<file path="config.mk">
export PLATFORM = sky130hd
export DESIGN_NAME = tia_player_scan_counter
export DESIGN_NICKNAME = d
export VERILOG_FILES = /design/src/rtl/tia_player_pkg.sv /design/src/rtl/tia_player_scan_counter_stretch_prescaler.sv /design/src/rtl/tia_player_scan_counter.sv
export SDC_FILE = /design/constraint.sdc
export NUM_CORES = 1
export LEC_CHECK = 0
export CORE_AREA = 2 2 39 41
export CTS_BUF_LIST = sky130_fd_sc_hd__clkbuf_4
export CTS_CLUSTER_DIAMETER = 100
export DETAILED_ROUTE_END_ITERATION = 16
export DIE_AREA = 0 0 41 43
export PLACE_DENSITY = 0.77
export SKIP_LAST_GASP = 1
export SLEW_MARGIN = 10
export SYNTH_ARGS = -nofsm -noshare
export SYNTH_HDL_FRONTEND = slang
export SYNTH_SLANG_ARGS = --single-unit
</file>
<file path="constraint.sdc">
create_clock -name clk -period 4.3 [get_ports clk]
set_input_delay 0.86 -clock clk [delete_from_list [all_inputs] [get_ports clk]]
set_output_delay 0.86 -clock clk [all_outputs]
set_load 0.1 [all_outputs]
</file>
<file path="src/rtl/tia_player_pkg.sv">
// Shared encodings and helpers for the player graphics scan counter.
package tia_player_pkg;

  localparam logic [1:0] SIZE_1X = 2'b00;
  localparam logic [1:0] SIZE_2X = 2'b01;
  localparam logic [1:0] SIZE_4X = 2'b11;

  localparam logic [1:0] ST_IDLE  = 2'd0;
  localparam logic [1:0] ST_DELAY = 2'd1;
  localparam logic [1:0] ST_SCAN  = 2'd2;

  // Last stretch count of a bit; the reserved code 2'b10 draws as 1x.
  function automatic logic [1:0] stretch_limit(input logic [1:0] size);
    case (size)
      SIZE_2X: stretch_limit = 2'd1;
      SIZE_4X: stretch_limit = 2'd3;
      default: stretch_limit = 2'd0;
    endcase
  endfunction

  function automatic logic is_wide(input logic [1:0] size);
    is_wide = (size == SIZE_2X) || (size == SIZE_4X);
  endfunction

endpackage

</file>
<file path="src/rtl/tia_player_scan_counter_stretch_prescaler.sv">
// Stretch counter: holds each graphics bit for 1, 2 or 4 enabled pixel cycles.
module tia_player_stretch_prescaler (
  input  logic       clk,
  input  logic       reset,
  input  logic       pix_en,
  input  logic       clear,
  input  logic [1:0] limit,
  output logic       bit_advance
);

  logic [1:0] cnt;

  // High during the final enabled cycle of the current bit.
  assign bit_advance = (cnt == limit);

  always_ff @(posedge clk) begin
    if (reset) begin
      cnt <= 2'd0;
    end else if (pix_en) begin
      if (clear || bit_advance) cnt <= 2'd0;
      else                      cnt <= cnt + 2'd1;
    end
  end

endmodule

</file>
<file path="src/rtl/tia_player_scan_counter.sv">
// Player scan counter: start pulse -> gs0..gs2 graphics select and active window.
// Optional macro TIA_PLAYER_WIDE_DELAY_EN adds one delay pixel for 2x/4x players.
module tia_player_scan_counter
  import tia_player_pkg::*;
#(
  parameter int PIX_DELAY = 1  // legal range 1..3
) (
  input  logic       clk,
  input  logic       reset,
  input  logic       pix_en,
  input  logic       start,
  input  logic [1:0] size,
  input  logic       reflect,
  output logic       gs0,
  output logic       gs1,
  output logic       gs2,
  output logic       active,
  output logic       done
);

  logic [1:0] state;
  logic [1:0] size_q;
  logic [1:0] dly_cnt;
  logic [2:0] idx;
  logic [2:0] gs_q;
  logic [2:0] dly_total;
  logic       scan;
  logic       bit_adv;
  logic       last_pix;

  function automatic logic [2:0] gs_of(input logic [2:0] bit_idx, input logic refl);
    gs_of = refl ? bit_idx : (3'd7 - bit_idx);
  endfunction

  always_comb begin
    dly_total = 3'(PIX_DELAY);
`ifdef TIA_PLAYER_WIDE_DELAY_EN
    if (is_wide(size)) dly_total = dly_total + 3'd1;
`else
    dly_total = dly_total + 3'd0;
`endif
  end

  assign scan     = (state == ST_SCAN);
  assign last_pix = scan && bit_adv && (idx == 3'd7);

  // A restart on the final pixel suppresses the completion strobe.
  assign done   = !reset && pix_en && last_pix && !start;
  assign active = scan;
  assign gs0    = gs_q[0];
  assign gs1    = gs_q[1];
  assign gs2    = gs_q[2];

  tia_player_stretch_prescaler u_prescaler (
    .clk         (clk),
    .reset       (reset),
    .pix_en      (pix_en),
    .clear       (!scan || start),
    .limit       (stretch_limit(size_q)),
    .bit_advance (bit_adv)
  );

  always_ff @(posedge clk) begin
    if (reset) begin
      state   <= ST_IDLE;
      size_q  <= SIZE_1X;
      dly_cnt <= 2'd0;
      idx     <= 3'd0;
      gs_q    <= 3'd0;
    end else if (pix_en) begin
      if (start) begin
        size_q <= size;
        idx    <= 3'd0;
        if (dly_total == 3'd1) begin
          state   <= ST_SCAN;
          dly_cnt <= 2'd0;
          gs_q    <= gs_of(3'd0, reflect);
        end else begin
          state   <= ST_DELAY;
          dly_cnt <= 2'(dly_total - 3'd1);
        end
      end else begin
        case (state)
          ST_DELAY: begin
            dly_cnt <= dly_cnt - 2'd1;
            if (dly_cnt <= 2'd1) begin
              state <= ST_SCAN;
              idx   <= 3'd0;
              gs_q  <= gs_of(3'd0, reflect);
            end
          end
          ST_SCAN: begin
            if (bit_adv) begin
              // gs holds the last bit's select after the scan ends.
              if (idx == 3'd7) begin
                state <= ST_IDLE;
              end else begin
                idx  <= idx + 3'd1;
                gs_q <= gs_of(idx + 3'd1, reflect);
              end
            end
          end
          ST_IDLE: state <= ST_IDLE;
          default: state <= ST_IDLE;
        endcase
      end
    end
  end

endmodule
</file>
==> results of run 1 <==
power by group:
part	internal, W	leakage (nW)	switching, W	total (W)
Sequential	0.000105	0.0895	0.00000267	0.000108
Clock	0.0000423	0.0184	0.0000354	0.0000778
Combinational	0.0000143	0.142	0.0000286	0.0000429
Total	0.000162	0.250	0.0000667	0.000229
worst paths after layout:
| check | start | to | slack, ns |
|---|---|---|---|
| setup / recovery | start | done | 1.21 |
| hold / removal | gs_q[2]$_SDFFE_PP0P_ | gs_q[2]$_SDFFE_PP0P_ | 0.47 |
| setup reg to reg | state[1]$_SDFFE_PP0P_ | gs_q[1]$_SDFFE_PP0P_ | 2.46 |
| hold reg to reg | gs_q[2]$_SDFFE_PP0P_ | gs_q[2]$_SDFFE_PP0P_ | 0.47 |
final cells by class:
| cell class | instances | share of cell area (%) |
|---|---|---|
| Tap cell | 16 | 2.79 |
| Inverter | 1 | 0.523 |
| Multi-Input combinational cell | 54 | 46.9 |
| Timing Repair Buffer | 11 | 15.0 |
| Clock buffer | 4 | 4.18 |
| Sequential cell | 11 | 30.7 |
worst max-delay path, cell delays in order:
cell	delay [ns]
clkdlybuf4s50_1	0.53
nand3b_1	0.28
nor4b_2	0.23
buf_4	0.33
Yosys cell counts (2+ instances only):
| master | n |
|---|---|
| o21ai_0 | 3 |
| ha_1 | 2 |
| nand2_1 | 4 |
| nand3_1 | 2 |
| o21ai_1 | 6 |
| nor2_1 | 4 |
| nor2b_1 | 2 |
| xnor2_1 | 3 |
| dfxtp_1 | 11 |
| nand3b_1 | 3 |
| or3_1 | 4 |
| a21oi_1 | 10 |
metrics by stage:
| stage | util (%) | hold slack (ns) | cells | instance area (um2) | total power [W] |
|---|---|---|---|---|---|
| 5_1_grt | 51.9 | 0.497 | 97 | 718 | 0.000242 |
| 2_1_floorplan | - | 0.450 | 69 | 577 | 0.000139 |
| 6_report | 51.9 | 0.472 | 97 | 718 | 0.000229 |
| 3_3_place_gp | 49.7 | 0.463 | 93 | 688 | 0.000153 |
| 4_1_cts | 51.9 | 0.477 | 97 | 718 | 0.000232 |
| 3_5_place_dp | 49.7 | 0.467 | 93 | 688 | 0.000153 |
routing by layer:
layer / wire length, um / global-route usage (%) / vias to the layer above
li1: - / - / 273
met1: 470 / 18.4 / 239
met2: 521 / 23.8 / 13
met3: 76 / 9.42 / 4
met4: 25 / 10.0 / 0
met5: 0 / 0 / -
placed cells by master (no fill, tap or decap), types with 2 or more instances in the layout:
cell type and count:
o21ai_1 6, nor2b_1 2, o21ai_0 3, nor2_1 4
nand2_1 4, dfxtp_1 11, nand3_1 2, clkdlybuf4s50_1 10
nand3b_1 3, or3_1 4, clkbuf_4 4, xnor2_1 3
ha_1 2, a21oi_1 10
registers in the layout, indices dropped and copies added (netlist names):
register and cells:
gs_q 3, idx 3, size_q 2, state 1, u_prescaler.cnt 2
kinds of logic (layout without fill, tap and decap cells):
kind of cell / Yosys count / count (layout) / share of synthesized area, %
XOR/XNOR: 4 / 4 / 6.14
buffers and inverters: 4 / 16 / 3.51
flip-flops: 11 / 11 / 38.6
AO/OA/AOI/OAI: 22 / 22 / 20.8
AND/OR/NAND/NOR: 26 / 26 / 26.5
adder cells (fa/ha/maj): 2 / 2 / 4.39
==> run metrics, run 1 <==
outcome=finished clean; slew of the pin with the lowest slew margin=1.05 ns; # rows=14; Total Wirelength=1.09 mm; hpwl dp=786 um; pin count of the biggest net entering global routing=14; DR iter-0 viols=14; top_reg_cell synth=dfxtp_1; Hold Fails Final Rpt=0; Yosys reg bits=11; Residual DRC=0; Post-CTS Resized=0; nets@finish=91; Mean Syn Cell Area=8.27 um2; Via-to-Cell Ratio=5.45; Vert. Die Dim=43 um; Post-CTS Setup Bufs=0; RSZ-0062 raised after global routing=no; Layout fillers=137; hold crit path type=reg2reg; clock-pin slew on the worst setup and hold paths=0.07 ns; via count=529; core area=1380 um2; Worst setup EP type=primary output; Mapped Nets=78; number of max-cap violations=0; CTS tree=done; Die X=41 um; Peak VDD IR=0.000167 V; Yosys top cell area share=38.6%; Mapped Area=571 um2; final setup violation count=0; Reg area=220 um2; DRT Pass-1 Iters=4; grt total ovfl=0; crit path max fanout=8; RePlAce Congestion=0.734; R2R cell count=4; dominant cells by area after synthesis=dfxtp_1, a21oi_1, o21ai_1; worst setup margin=1.21 ns; Final period util=71.8%; clk_lat worst skew=0.28 ns; Synth area leader=dfxtp_1; EDFF count, synth=0; area grow syn2layout=25.9%; CTS sink cnt=11; Tmin final=3.09 ns; hold path depth=2; CTS hold repair buffers=0; gr usage total=16.7%; CP Class=in2out; ANT cells=0; clock tree buffer depth=2; full die area=1760 um2; Power Dens Cells=318 nW/um2; synth unique cells=27; initial core utilization=41.2%; Final Skew=0.00669 ns; synth warn=0; Num CTS Buffers=3; layout cells sized above 1=8.64%; CTS H-tree depth=1; Final Max Tran Viols=0; WP data arrival=2.23 ns; synthesized instance count=69; P_leak=0.250 nW; Multi-input gate area=337 um2; Setup TNS=0 ns; Setup WS pre-CTS=1.23 ns; first-pass GRT wire length=1.86 mm; sequential area share after synthesis=38.6%; Post-synth ARST share=0%; Buffers on Ports=11; Relative slew margins=29.4%; achievable clock frequency=0.324 GHz; Ports=12; remaining antenna violation count=0; CP Launch Type=primary input; CTS Root Cell=clkbuf_4; WP data required=3.44 ns; vias in the first global route=451; wire length per cell=11.3 um; initial antenna violation count=0
Note: power is estimated with default switching activity, not from simulation.
==> run 2, diff against run 1 <==
==> constraint.sdc (replaced) <==
create_clock -name clk -period 3 [get_ports clk]
set_input_delay 0.6 -clock clk [delete_from_list [all_inputs] [get_ports clk]]
set_output_delay 0.6 -clock clk [all_outputs]
set_load 0.1 [all_outputs]
==> run 2 against run 1 <==
  * Critical path depth unchanged
  * Critical endpoint unchanged
  * Power up 44%
  * Sequential share of layout area down 1.1 points
  * Sequential cell count unchanged
  * Count of clock-buffer cells in the layout unchanged
  * Critical path type unchanged
  * Highest routed layer unchanged
==> run metrics, run 2 (synthesis results as in run 1) <==
non-filler instance count after layout=99 (+2.1%); grt total ovfl=0 (unchanged); Vert. Die Dim=43 um (unchanged); Residual DRC=0 (unchanged); Hold Fails Final Rpt=0 (unchanged); RePlAce Congestion=0.709 (-3.3%); RSZ-0062 raised after global routing=no; DR iter-0 viols=11 (-3); CP Class=in2out; full die area=1760 um2 (unchanged); Worst setup EP type=primary output; initial antenna violation count=0 (unchanged); clock tree buffer depth=2 (unchanged); achievable clock frequency=0.396 GHz; Peak VDD IR=0.000216 V (+29%); Relative slew margins=56.4% (+27 points); dpl cells=95 (+2.2%); Final period util=84.1%; min-delay src=size_q[1]$_SDFFE_PP0P_; Hold Slack=0.474 ns (+0.00223 ns); CP Launch Type=primary input; number of max-cap violations=0 (unchanged); cell family with the largest share of critical-path delay=buffers and inverters; critical path, cell by cell=clkdlybuf4s50_1 > nand3b_1 > nor4b_4 > buf_12; crit path max fanout=8 (unchanged); Die X=41 um (unchanged); Finished Cell Area=744 um2 (+3.7%); gr usage total=14.9% (-1.7 points); worst r2r src=idx[0]$_SDFFE_PP0P_; outcome=finished clean; Layout fillers=137 (unchanged); dpl cell area=714 um2 (+3.8%); # rows=14 (unchanged); Num CTS Buffers=3 (unchanged); WP data required=2.40 ns (-1.04 ns); ANT cells=0 (unchanged); CTS tree=done; initial core utilization=41.2% (unchanged); hpwl dp=848 um (+7.8%); Crit. Startpoint=start; P_leak=0.271 nW (+8.4%); vias in the first global route=437 (-3.1%); CTS sink cnt=11 (unchanged); DRT Pass-1 Iters=4 (unchanged); clk_lat worst skew=0.26 ns (-0.02 ns); slowest stage delay, CP=0.52 ns (about the same); area grow syn2layout=30.5%; CTS H-tree depth=1 (unchanged); CTS Root Cell=clkbuf_4; Final Max Tran Viols=0 (unchanged); Worst path slowest cell=clkdlybuf4s50_1; first-pass GRT wire length=1.81 mm (-3.0%); Ports=12 (unchanged); clock-pin slew on the worst setup and hold paths=0.07 ns (about the same); Final Skew=0.00433 ns (-0.00236 ns); nets@finish=93 (+2.2%); remaining antenna violation count=0 (unchanged); wire length per cell=12.2 um (+8.4%); Buffers on Ports=11 (unchanged); hold crit path type=reg2reg; most common cell after layout, fill and taps aside=dfxtp_1; core area=1380 um2 (unchanged); WP data arrival=1.92 ns (-0.31 ns); layout cells sized above 1=15.7% (+7.0 points); Total Wirelength=1.21 mm (+11%); final setup violation count=0 (unchanged); Power Dens Cells=442 nW/um2 (+39%); Post-CTS Resized=0 (unchanged); Setup TNS=0 ns (unchanged); via count=543 (+2.6%); Via-to-Cell Ratio=5.48 (+0.57%); WP buf/inv=2 (unchanged); CTS hold repair buffers=0 (unchanged); commonest non-fill, non-tap cells in the layout=dfxtp_1, a21oi_1, o21ai_1, clkdlybuf4s50_1, buf_4; slew of the pin with the lowest slew margin=0.649 ns (-0.404 ns); Tmin final=2.52 ns; Post-CTS Setup Bufs=0 (unchanged); top flop regs=gs_q (3), idx (3); pin count of the biggest net entering global routing=13 (-1)
## run 2: worst paths after layout
kind	to	slack (ns)	cells after the start
worst max register to register	idx[0]$_SDFFE_PP0P_	1.25	6
worst min-delay path	size_q[1]$_SDFFE_PP0P_	0.47	2
worst max-delay path	done	0.48	4
worst min register to register	size_q[1]$_SDFFE_PP0P_	0.47	2
## run 2: layout make-up
cell class | instances | area [um2] | area share (%)
repair buffers | 13 | 125 | 16.8
inverters | 1 | 3.75 | 0.504
flip-flops and latches | 11 | 220 | 29.6
well taps | 16 | 20.0 | 2.69
clock buffers | 4 | 30.0 | 4.03
multi-input cells | 54 | 345 | 46.4
## run 2: tightest hold or removal path, delay by kind of cell (launching register included)
| family | cells | cell delay [ns] |
|---|---|---|
| AND/OR/NAND/NOR | 1 | 0.06 |
| flip-flops | 1 | 0.32 |
| AO/OA/AOI/OAI | 1 | 0.05 |
## run 2: metrics by stage
stage	utilization (%)	worst slack, ns	total power, W
detailed placement	51.6	0.479	0.000221
finish	53.8	0.476	0.000329
CTS	53.8	0.479	0.000331
floorplan	-	0.0131	0.000200
global route	53.8	0.429	0.000341
global placement	51.6	0.510	0.000220
## run 2: per-layer routing
metal / part of all wire [%] / vias to the layer above / global-route usage [%]
met1: 49 / 252 / 21.0
met5: 0 / - / 0
met3: 3.1 / 2 / 3.14
met4: 1.2 / 0 / 8.00
met2: 47 / 11 / 20.6
li1: - / 278 / -
## run 2: where the power goes
| group | total (W) | internal (W) | switching, W |
|---|---|---|---|
| combinational | 0.0000629 | 0.0000204 | 0.0000424 |
| clock | 0.000111 | 0.0000604 | 0.0000508 |
| sequential | 0.000155 | 0.000151 | 0.00000402 |
| total | 0.000329 | 0.000232 | 0.0000972 |
